**src/rtl/p1v_reset_seq.sv**
```systemverilog
`default_nettype none
// ============================================================================
// Module   : p1v_reset_seq
// Brief    : P1V core reset sequencer. Waits for PLL lock, merges the debounced
//            tactile switch and the Prop-plug reset into one minimum-width,
//            synchronously released reset, and records cause and event count.
//            Optional Prop-plug path: define P1V_PLUG_RESET_EN.
// Revision : 1.0  initial release
// ============================================================================
module p1v_reset_seq #(
    parameter int unsigned DEBOUNCE_CYCLES  = 160000,
    parameter int unsigned MIN_RESET_CYCLES = 16000
) (
    input  logic       clock_160,
    input  logic       inp_res,
    input  logic       pll_locked,
    input  logic       tact_n,
    input  logic       plug_resn,
    output logic       res_out_n,
    output logic       pins_safe,
    output logic [1:0] res_cause,
    output logic [7:0] res_count
);

    localparam int unsigned DEB_W  = $clog2(DEBOUNCE_CYCLES);
    localparam int unsigned HOLD_W = $clog2(MIN_RESET_CYCLES);
    localparam logic [DEB_W-1:0]  C_DEB_LAST  = DEB_W'(DEBOUNCE_CYCLES - 1);
    localparam logic [HOLD_W-1:0] C_HOLD_LAST = HOLD_W'(MIN_RESET_CYCLES - 1);

    localparam logic [1:0] C_CAUSE_SWITCH = 2'd1;
    localparam logic [1:0] C_CAUSE_PLUG   = 2'd2;
    localparam logic [1:0] C_CAUSE_LOCK   = 2'd3;

    typedef enum logic [1:0] {
        ST_RESET     = 2'd0,
        ST_WAIT_LOCK = 2'd1,
        ST_HOLD      = 2'd2,
        ST_RUN       = 2'd3
    } state_t;

    // ------------------------------------------------------------------------
    // Input synchronizers
    // ------------------------------------------------------------------------
    logic [1:0] lock_sync_q;
    logic [1:0] tact_sync_q;
    logic       w_lock_lost;
    logic       w_plug;
    logic       w_sw;

    always_ff @(posedge clock_160 or posedge inp_res) begin
        if (inp_res) begin
            lock_sync_q <= 2'b00;
            tact_sync_q <= 2'b11;
        end else begin
            lock_sync_q <= {lock_sync_q[0], pll_locked};
            tact_sync_q <= {tact_sync_q[0], tact_n};
        end
    end

    assign w_lock_lost = ~lock_sync_q[1];

`ifdef P1V_PLUG_RESET_EN
    logic [1:0] plug_sync_q;

    always_ff @(posedge clock_160 or posedge inp_res) begin
        if (inp_res) begin
            plug_sync_q <= 2'b11;
        end else begin
            plug_sync_q <= {plug_sync_q[0], plug_resn};
        end
    end

    assign w_plug = ~plug_sync_q[1];
`else
    logic unused_plug_resn;
    assign unused_plug_resn = plug_resn;
    assign w_plug           = 1'b0;
`endif

    // ------------------------------------------------------------------------
    // Switch debounce: level flips on the Nth consecutive differing sample
    // ------------------------------------------------------------------------
    logic             deb_level_q, deb_level_d;
    logic [DEB_W-1:0] deb_cnt_q,   deb_cnt_d;

    always_comb begin
        deb_level_d = deb_level_q;
        deb_cnt_d   = '0;
        if (tact_sync_q[1] != deb_level_q) begin
            if (deb_cnt_q == C_DEB_LAST) begin
                deb_level_d = ~deb_level_q;
            end else begin
                deb_cnt_d = deb_cnt_q + 1'b1;
            end
        end
    end

    always_ff @(posedge clock_160 or posedge inp_res) begin
        if (inp_res) begin
            deb_level_q <= 1'b1;
            deb_cnt_q   <= '0;
        end else begin
            deb_level_q <= deb_level_d;
            deb_cnt_q   <= deb_cnt_d;
        end
    end

    assign w_sw = ~deb_level_q;

    // ------------------------------------------------------------------------
    // Sequencer FSM
    // ------------------------------------------------------------------------
    state_t            state_q,    state_d;
    logic [HOLD_W-1:0] hold_cnt_q, hold_cnt_d;
    logic [1:0]        cause_q,    cause_d;
    logic [7:0]        count_q,    count_d;
    logic [7:0]        w_count_inc;
    logic              res_out_n_q;
    logic              pins_safe_q;

    assign w_count_inc = (count_q == 8'hFF) ? count_q : count_q + 8'd1;

    always_comb begin
        state_d    = state_q;
        hold_cnt_d = hold_cnt_q;
        cause_d    = cause_q;
        count_d    = count_q;
        case (state_q)
            ST_RESET: begin
                state_d = ST_WAIT_LOCK;
            end
            ST_WAIT_LOCK: begin
                if (!w_lock_lost) begin
                    state_d    = ST_HOLD;
                    hold_cnt_d = '0;
                end
            end
            ST_HOLD: begin
                // Any active trigger restarts the minimum-width window
                if (w_lock_lost) begin
                    state_d = ST_WAIT_LOCK;
                end else if (w_plug || w_sw) begin
                    hold_cnt_d = '0;
                end else if (hold_cnt_q == C_HOLD_LAST) begin
                    state_d = ST_RUN;
                end else begin
                    hold_cnt_d = hold_cnt_q + 1'b1;
                end
            end
            ST_RUN: begin
                if (w_lock_lost) begin
                    state_d = ST_WAIT_LOCK;
                    cause_d = C_CAUSE_LOCK;
                    count_d = w_count_inc;
                end else if (w_plug) begin
                    state_d    = ST_HOLD;
                    hold_cnt_d = '0;
                    cause_d    = C_CAUSE_PLUG;
                    count_d    = w_count_inc;
                end else if (w_sw) begin
                    state_d    = ST_HOLD;
                    hold_cnt_d = '0;
                    cause_d    = C_CAUSE_SWITCH;
                    count_d    = w_count_inc;
                end
            end
            default: begin
                state_d = ST_RESET;
            end
        endcase
    end

    always_ff @(posedge clock_160 or posedge inp_res) begin
        if (inp_res) begin
            state_q     <= ST_RESET;
            hold_cnt_q  <= '0;
            cause_q     <= 2'd0;
            count_q     <= 8'd0;
            res_out_n_q <= 1'b0;
            pins_safe_q <= 1'b1;
        end else begin
            state_q     <= state_d;
            hold_cnt_q  <= hold_cnt_d;
            cause_q     <= cause_d;
            count_q     <= count_d;
            res_out_n_q <= (state_q == ST_RUN);
            pins_safe_q <= (state_q != ST_RUN);
        end
    end

    assign res_out_n = res_out_n_q;
    assign pins_safe = pins_safe_q;
    assign res_cause = cause_q;
    assign res_count = count_q;

endmodule
`default_nettype wire
```
**config.mk**
```make
export PLATFORM = sky130hd
export DESIGN_NAME = p1v_reset_seq
export DESIGN_NICKNAME = d
export VERILOG_FILES = /design/src/rtl/p1v_reset_seq.sv
export SDC_FILE = /design/constraint.sdc
export NUM_CORES = 1
export LEC_CHECK = 0
export ABC_AREA = 1
export BUFFER_PORTS_ARGS = -buffer_cell sky130_fd_sc_hd__buf_2
export CELL_PAD_IN_SITES_DETAIL_PLACEMENT = 1
export CELL_PAD_IN_SITES_GLOBAL_PLACEMENT = 1
export CORE_MARGIN = 2
export CORE_UTILIZATION = 40
export DETAILED_ROUTE_END_ITERATION = 10
export PLACE_DENSITY_LB_ADDON = 0.1
export SLEW_MARGIN = 20
export SYNTH_ARGS = -nofsm -noshare
export SYNTH_HDL_FRONTEND = slang
export SYNTH_SLANG_ARGS = --single-unit
export TNS_END_PERCENT = 100
```
**constraint.sdc**
```tcl
create_clock -name clock_160 -period 1.5 [get_ports clock_160]
set_clock_uncertainty 0.15 [all_clocks]
set_input_delay 0.075 -clock clock_160 [delete_from_list [all_inputs] [get_ports clock_160]]
set_output_delay 0.075 -clock clock_160 [all_outputs]
set_load 0.01 [all_outputs]
```
==> flow_summary.ini <==
[grt]
track_usage_pct = 19.7
grt_max_degree = 30
wire_length_of_the_first_global_routing_pass_um = 11400
vias_in_the_first_global_route = 2370
antenna_found_initial = 0
overflow = 0

[clock_network]
clkSlewWorstSetupHoldPaths_ns = 0.10
cts_num_sinks = 51
cts_tree = built
htree_num_levels = 2
cts-buffers-inserted = 5
cts-root-to-sink-buffers = 2
root_buffer = sky130_fd_sc_hd__clkbuf_8
clock_latency_ns = 0.31

[placed_design]
detailedPlacementHpwl_um = 4750
count_of_input_and_output_buffers = 15
placement.cell_area_sq_um = 3080
final_weighted_congestion_in_routability_driven_placement = 0.755
detailedPlace.worstSlack_ns = -0.143

[logic_synthesis]
synthDominantCellAreaShare_pct = 44.2
synthTopCellsByArea = sky130_fd_sc_hd__dfrtp_1 44%, sky130_fd_sc_hd__nand2_1 13%, sky130_fd_sc_hd__nor2_1 6.9%
asyncSetResetFlopFracSynth_pct = 100
syn_nets = 335
synth.lib_cells_used.distinct = 26
syn_area_per_cell_sq_um = 8.13
count_of_yosys_warnings_during_synthesis = 0
synth.yosys.seq_area_share_pct = 48.2
main_combinational_cell_family_by_area_after_synthesis = simple AND/OR/NAND/NOR gates
synth_compound_area_share_pct = 3.91
yosys.area_share.simple_pct = 34.0
synth_enable_flop_cells = 0
yosys.area.top_type = sky130_fd_sc_hd__dfrtp_1
synthMuxAreaShare_pct = 0
synthesis.instances = 327
postSynthRegisterBits = 51
syn_std_cell_area_sq_um = 2660
synthAdderAreaFrac_pct = 1.41
synth_flop_cell = sky130_fd_sc_hd__dfrtp_1
synth_xor_area_share_pct = 6.87

[cells_and_area]
stdcell_area_sq_um = 3610
synthToLayoutAreaGrowth_pct = 36.0
nNetsFinal = 407
post_route_cells_drive_above_1_share_pct = 38.5
n_antenna_cell = 0

[floorplan]
floorplan.die.height_um = 85.5
rows = 29
initial_core_util_pct = 41.6
io_pins = 17
floorplan.die_area_sq_um = 7320
core_area_sq_um = 6390
dieWidth_um = 85.5

[timing]
slew_headroom_pct = 78.0
number_of_hold_violations_in_the_final_report = 0
postLayoutSetupSlackWorst_ns = -0.111
slew_violations = 0
unrepaired_setup_endpoints_after_global_routing = true
layout_worst_path_cycle_share_pct = 107
finalWorstPathRequiredPeriod_ns = 1.61
setup-violations-final = 26
measured_slew_at_the_worst_slew_check_pin_ns = 0.330
timing.fmax_mhz = 621

[worst_setup_path]
timing.critical_path.required_ns = 1.60
worstSetupStartpointType = register
cp_data_arrival_time_ns = 1.71
critPathMaxStageDelay_ns = 0.40
setup.worst_path.end_class = register
worst_path_most_repeated_cell = sky130_fd_sc_hd__nand3_2
worst_path_max_delay_cell = sky130_fd_sc_hd__dfrtp_1
crit_path_cell_trace = ha_2, nand3_2, nor2_2, nand3_2, nand2_4, buf_6, nor2_4, nand3_1, nand2_1
timing_worst_setup_path_type = register to register
timing.critical_path.fanout_max = 5

[worst_hold_path]
timing.hold.worst.class = input pin to asynchronous set/reset pin

[drt]
via_count = 2394
drc = 0
detailedRoute.firstIterationViolations = 40
route.met3.wl_um = 146
first_pass_iters = 4
drt-met1-wl_um = 3210
wl_met2_um = 3650
postRouteWirelength_um = 7110
route.detailed.vias_per_inst = 5.02
postRouteAntennaNets = 0
wire_per_inst_um = 14.9
route.top_layer_used = met4

[pwr]
switchingPower_mw = 0.931
power.share.combinational_pct = 19.5
power.switching_fraction_pct = 29.2
cellLeakagePower_nw = 1.61
share_clk_of_total_power_pct = 31.1
worst_ir_drop_vdd_mv = 0.586
sequentialPowerShare_pct = 49.4
power_per_cell_area_nw_per_um2 = 882
power_report.internal_total_mw = 2.26

[outcome]
run_status = complete, but fails checks
failed_checks = negative setup slack

[run]
maxCapViolCount = 0
==> critical path, delay by kind of cell, from the launching register on <==
kind | cells | cell delay [ns]
AND/OR/NAND/NOR | 7 | 0.67
flip-flops | 1 | 0.40
adder cells (fa/ha/maj) | 1 | 0.20
buffers and inverters | 1 | 0.13
==> cell usage in the layout, fill, tap and decap left out, types with 2 or more instances in the layout <==
master,netlist,routed
sky130_fd_sc_hd__xor2_2,0,2
sky130_fd_sc_hd__nor3_2,0,3
sky130_fd_sc_hd__buf_2,0,15
sky130_fd_sc_hd__nand3_2,4,9
sky130_fd_sc_hd__dfrtp_1,47,45
sky130_fd_sc_hd__dfstp_2,4,4
sky130_fd_sc_hd__nand2_4,1,6
sky130_fd_sc_hd__clkbuf_8,0,5
sky130_fd_sc_hd__nand2_2,8,12
sky130_fd_sc_hd__buf_4,1,38
sky130_fd_sc_hd__nand3_1,20,15
sky130_fd_sc_hd__clkinv_4,0,2
sky130_fd_sc_hd__o21ai_0,9,8
sky130_fd_sc_hd__nand2_1,94,84
sky130_fd_sc_hd__nand4_1,5,5
sky130_fd_sc_hd__a21oi_2,0,2
sky130_fd_sc_hd__inv_1,29,26
sky130_fd_sc_hd__inv_2,4,5
sky130_fd_sc_hd__o21ai_2,5,5
sky130_fd_sc_hd__xnor2_1,5,5
sky130_fd_sc_hd__nor3b_1,3,2
sky130_fd_sc_hd__nor2_2,5,11
sky130_fd_sc_hd__buf_6,1,6
sky130_fd_sc_hd__buf_12,0,2
sky130_fd_sc_hd__nor2_1,49,36
sky130_fd_sc_hd__dfrtp_2,0,2
sky130_fd_sc_hd__nor2_4,4,12
sky130_fd_sc_hd__nor3_1,6,3
sky130_fd_sc_hd__dlygate4sd3_1,0,3
sky130_fd_sc_hd__ha_2,0,3
sky130_fd_sc_hd__xor2_1,14,12
sky130_fd_sc_hd__clkinv_2,0,2
==> what timing repair did <==
item                                   4_1_cts  5_1_grt
setup buffers                                7        8
cloned                                       2        1
setup endpoints to repair                   30       38
hold buffers                                 3        0
gates resized for setup                     23       48
endpoints found under the hold margin       49        0
pin swaps                                    7       12
==> state kept, by name, summed over array words and instances (netlist names) <==
| name | count |
|---|---|
| res_out_n | 1 |
| state_q | 2 |
| lock_sync_q | 2 |
| hold_cnt_q | 14 |
| res_cause | 2 |
| pins_safe | 1 |
| deb_level_q | 1 |
| tact_sync_q | 2 |
| deb_cnt_q | 18 |
| res_count | 8 |
==> metal layers <==
| layer | vias up | GRT usage, % |
|---|---|---|
| met3 | 10 | 2.69 |
| li1 | 1158 | - |
| met4 | 0 | 5.77 |
| met2 | 27 | 33.6 |
| met1 | 1199 | 26.2 |
| met5 | - | 0 |
==> kinds of logic (layout without fill, tap and decap cells) <==
| family | Yosys count | after routing |
|---|---|---|
| simple gates | 200 | 201 |
| flops | 51 | 51 |
| buf+inv | 36 | 108 |
| xor+xnor | 20 | 20 |
| compound gates | 17 | 17 |
| fa+ha+maj | 3 | 3 |
==> synthesized netlist by cell type (3+ instances only) <==
cell,n
sky130_fd_sc_hd__a21oi_1,3
sky130_fd_sc_hd__inv_2,4
sky130_fd_sc_hd__nor3_1,6
sky130_fd_sc_hd__o21ai_0,9
sky130_fd_sc_hd__nand2_1,94
sky130_fd_sc_hd__nor2_2,5
sky130_fd_sc_hd__inv_1,29
sky130_fd_sc_hd__dfstp_2,4
sky130_fd_sc_hd__nand4_1,5
sky130_fd_sc_hd__dfrtp_1,47
sky130_fd_sc_hd__xnor2_1,5
sky130_fd_sc_hd__nand3_2,4
sky130_fd_sc_hd__nand3_1,20
sky130_fd_sc_hd__nor3b_1,3
sky130_fd_sc_hd__o21ai_2,5
sky130_fd_sc_hd__ha_1,3
sky130_fd_sc_hd__nor2_1,49
sky130_fd_sc_hd__nor2_4,4
sky130_fd_sc_hd__nand2_2,8
sky130_fd_sc_hd__xor2_1,14
==> area by class of cell <==
cell class / instances / area, sq um
Clock buffer: 5 / 68.8
Clock inverter: 3 / 43.8
Fill cell: 778 / 2770
Inverter: 34 / 145
Multi-Input combinational cell: 241 / 1450
Sequential cell: 51 / 1280
Tap cell: 77 / 96.3
Timing Repair Buffer: 65 / 526
Timing Repair inverter: 1 / 5.00
==> metrics by stage <==
step	util (%)	TNS, ns	std cells	power [mW]	hold WS, ns
final	56.6	-1.99	477	3.19	0.117
after global routing	56.6	-4.97	477	3.34	0.145
after CTS	53.1	-1.22	469	3.14	0.114
after detailed placement	48.3	-2.29	449	2.10	-0.0962
after global placement	48.3	-1.18	449	2.07	-0.105
after floorplan	-	-0.0237	327	1.85	-0.0705
==> power groups by stage <==
stage               clock network [mW]  registers (mW)  logic, mW
floorplan                            0            1.64      0.215
global placement                     0            1.59      0.482
detailed placement                   0            1.60      0.503
CTS                               1.02            1.57      0.553
global route                      1.06            1.59      0.691
finish                           0.990            1.57      0.622
==> worst paths after layout <==
path | cells after the start | start | slack (ns) | to
setup reg to reg | 9 | hold_cnt_q[0]$_DFFE_PP0P_ | -0.11 | hold_cnt_q[12]$_DFFE_PP0P_
hold reg to reg | 0 | lock_sync_q[0]$_DFF_PP0_ | 0.21 | lock_sync_q[1]$_DFF_PP0_
min in group clock_160 | 0 | lock_sync_q[0]$_DFF_PP0_ | 0.21 | lock_sync_q[1]$_DFF_PP0_
hold / removal | 3 | inp_res | 0.12 | deb_cnt_q[0]$_DFF_PP0_
max in group asynchronous | 4 | inp_res | 0.54 | tact_sync_q[1]$_DFF_PP1_
setup / recovery | 9 | hold_cnt_q[0]$_DFFE_PP0P_ | -0.11 | hold_cnt_q[12]$_DFFE_PP0P_
Note: power is estimated with default switching activity, not from simulation.
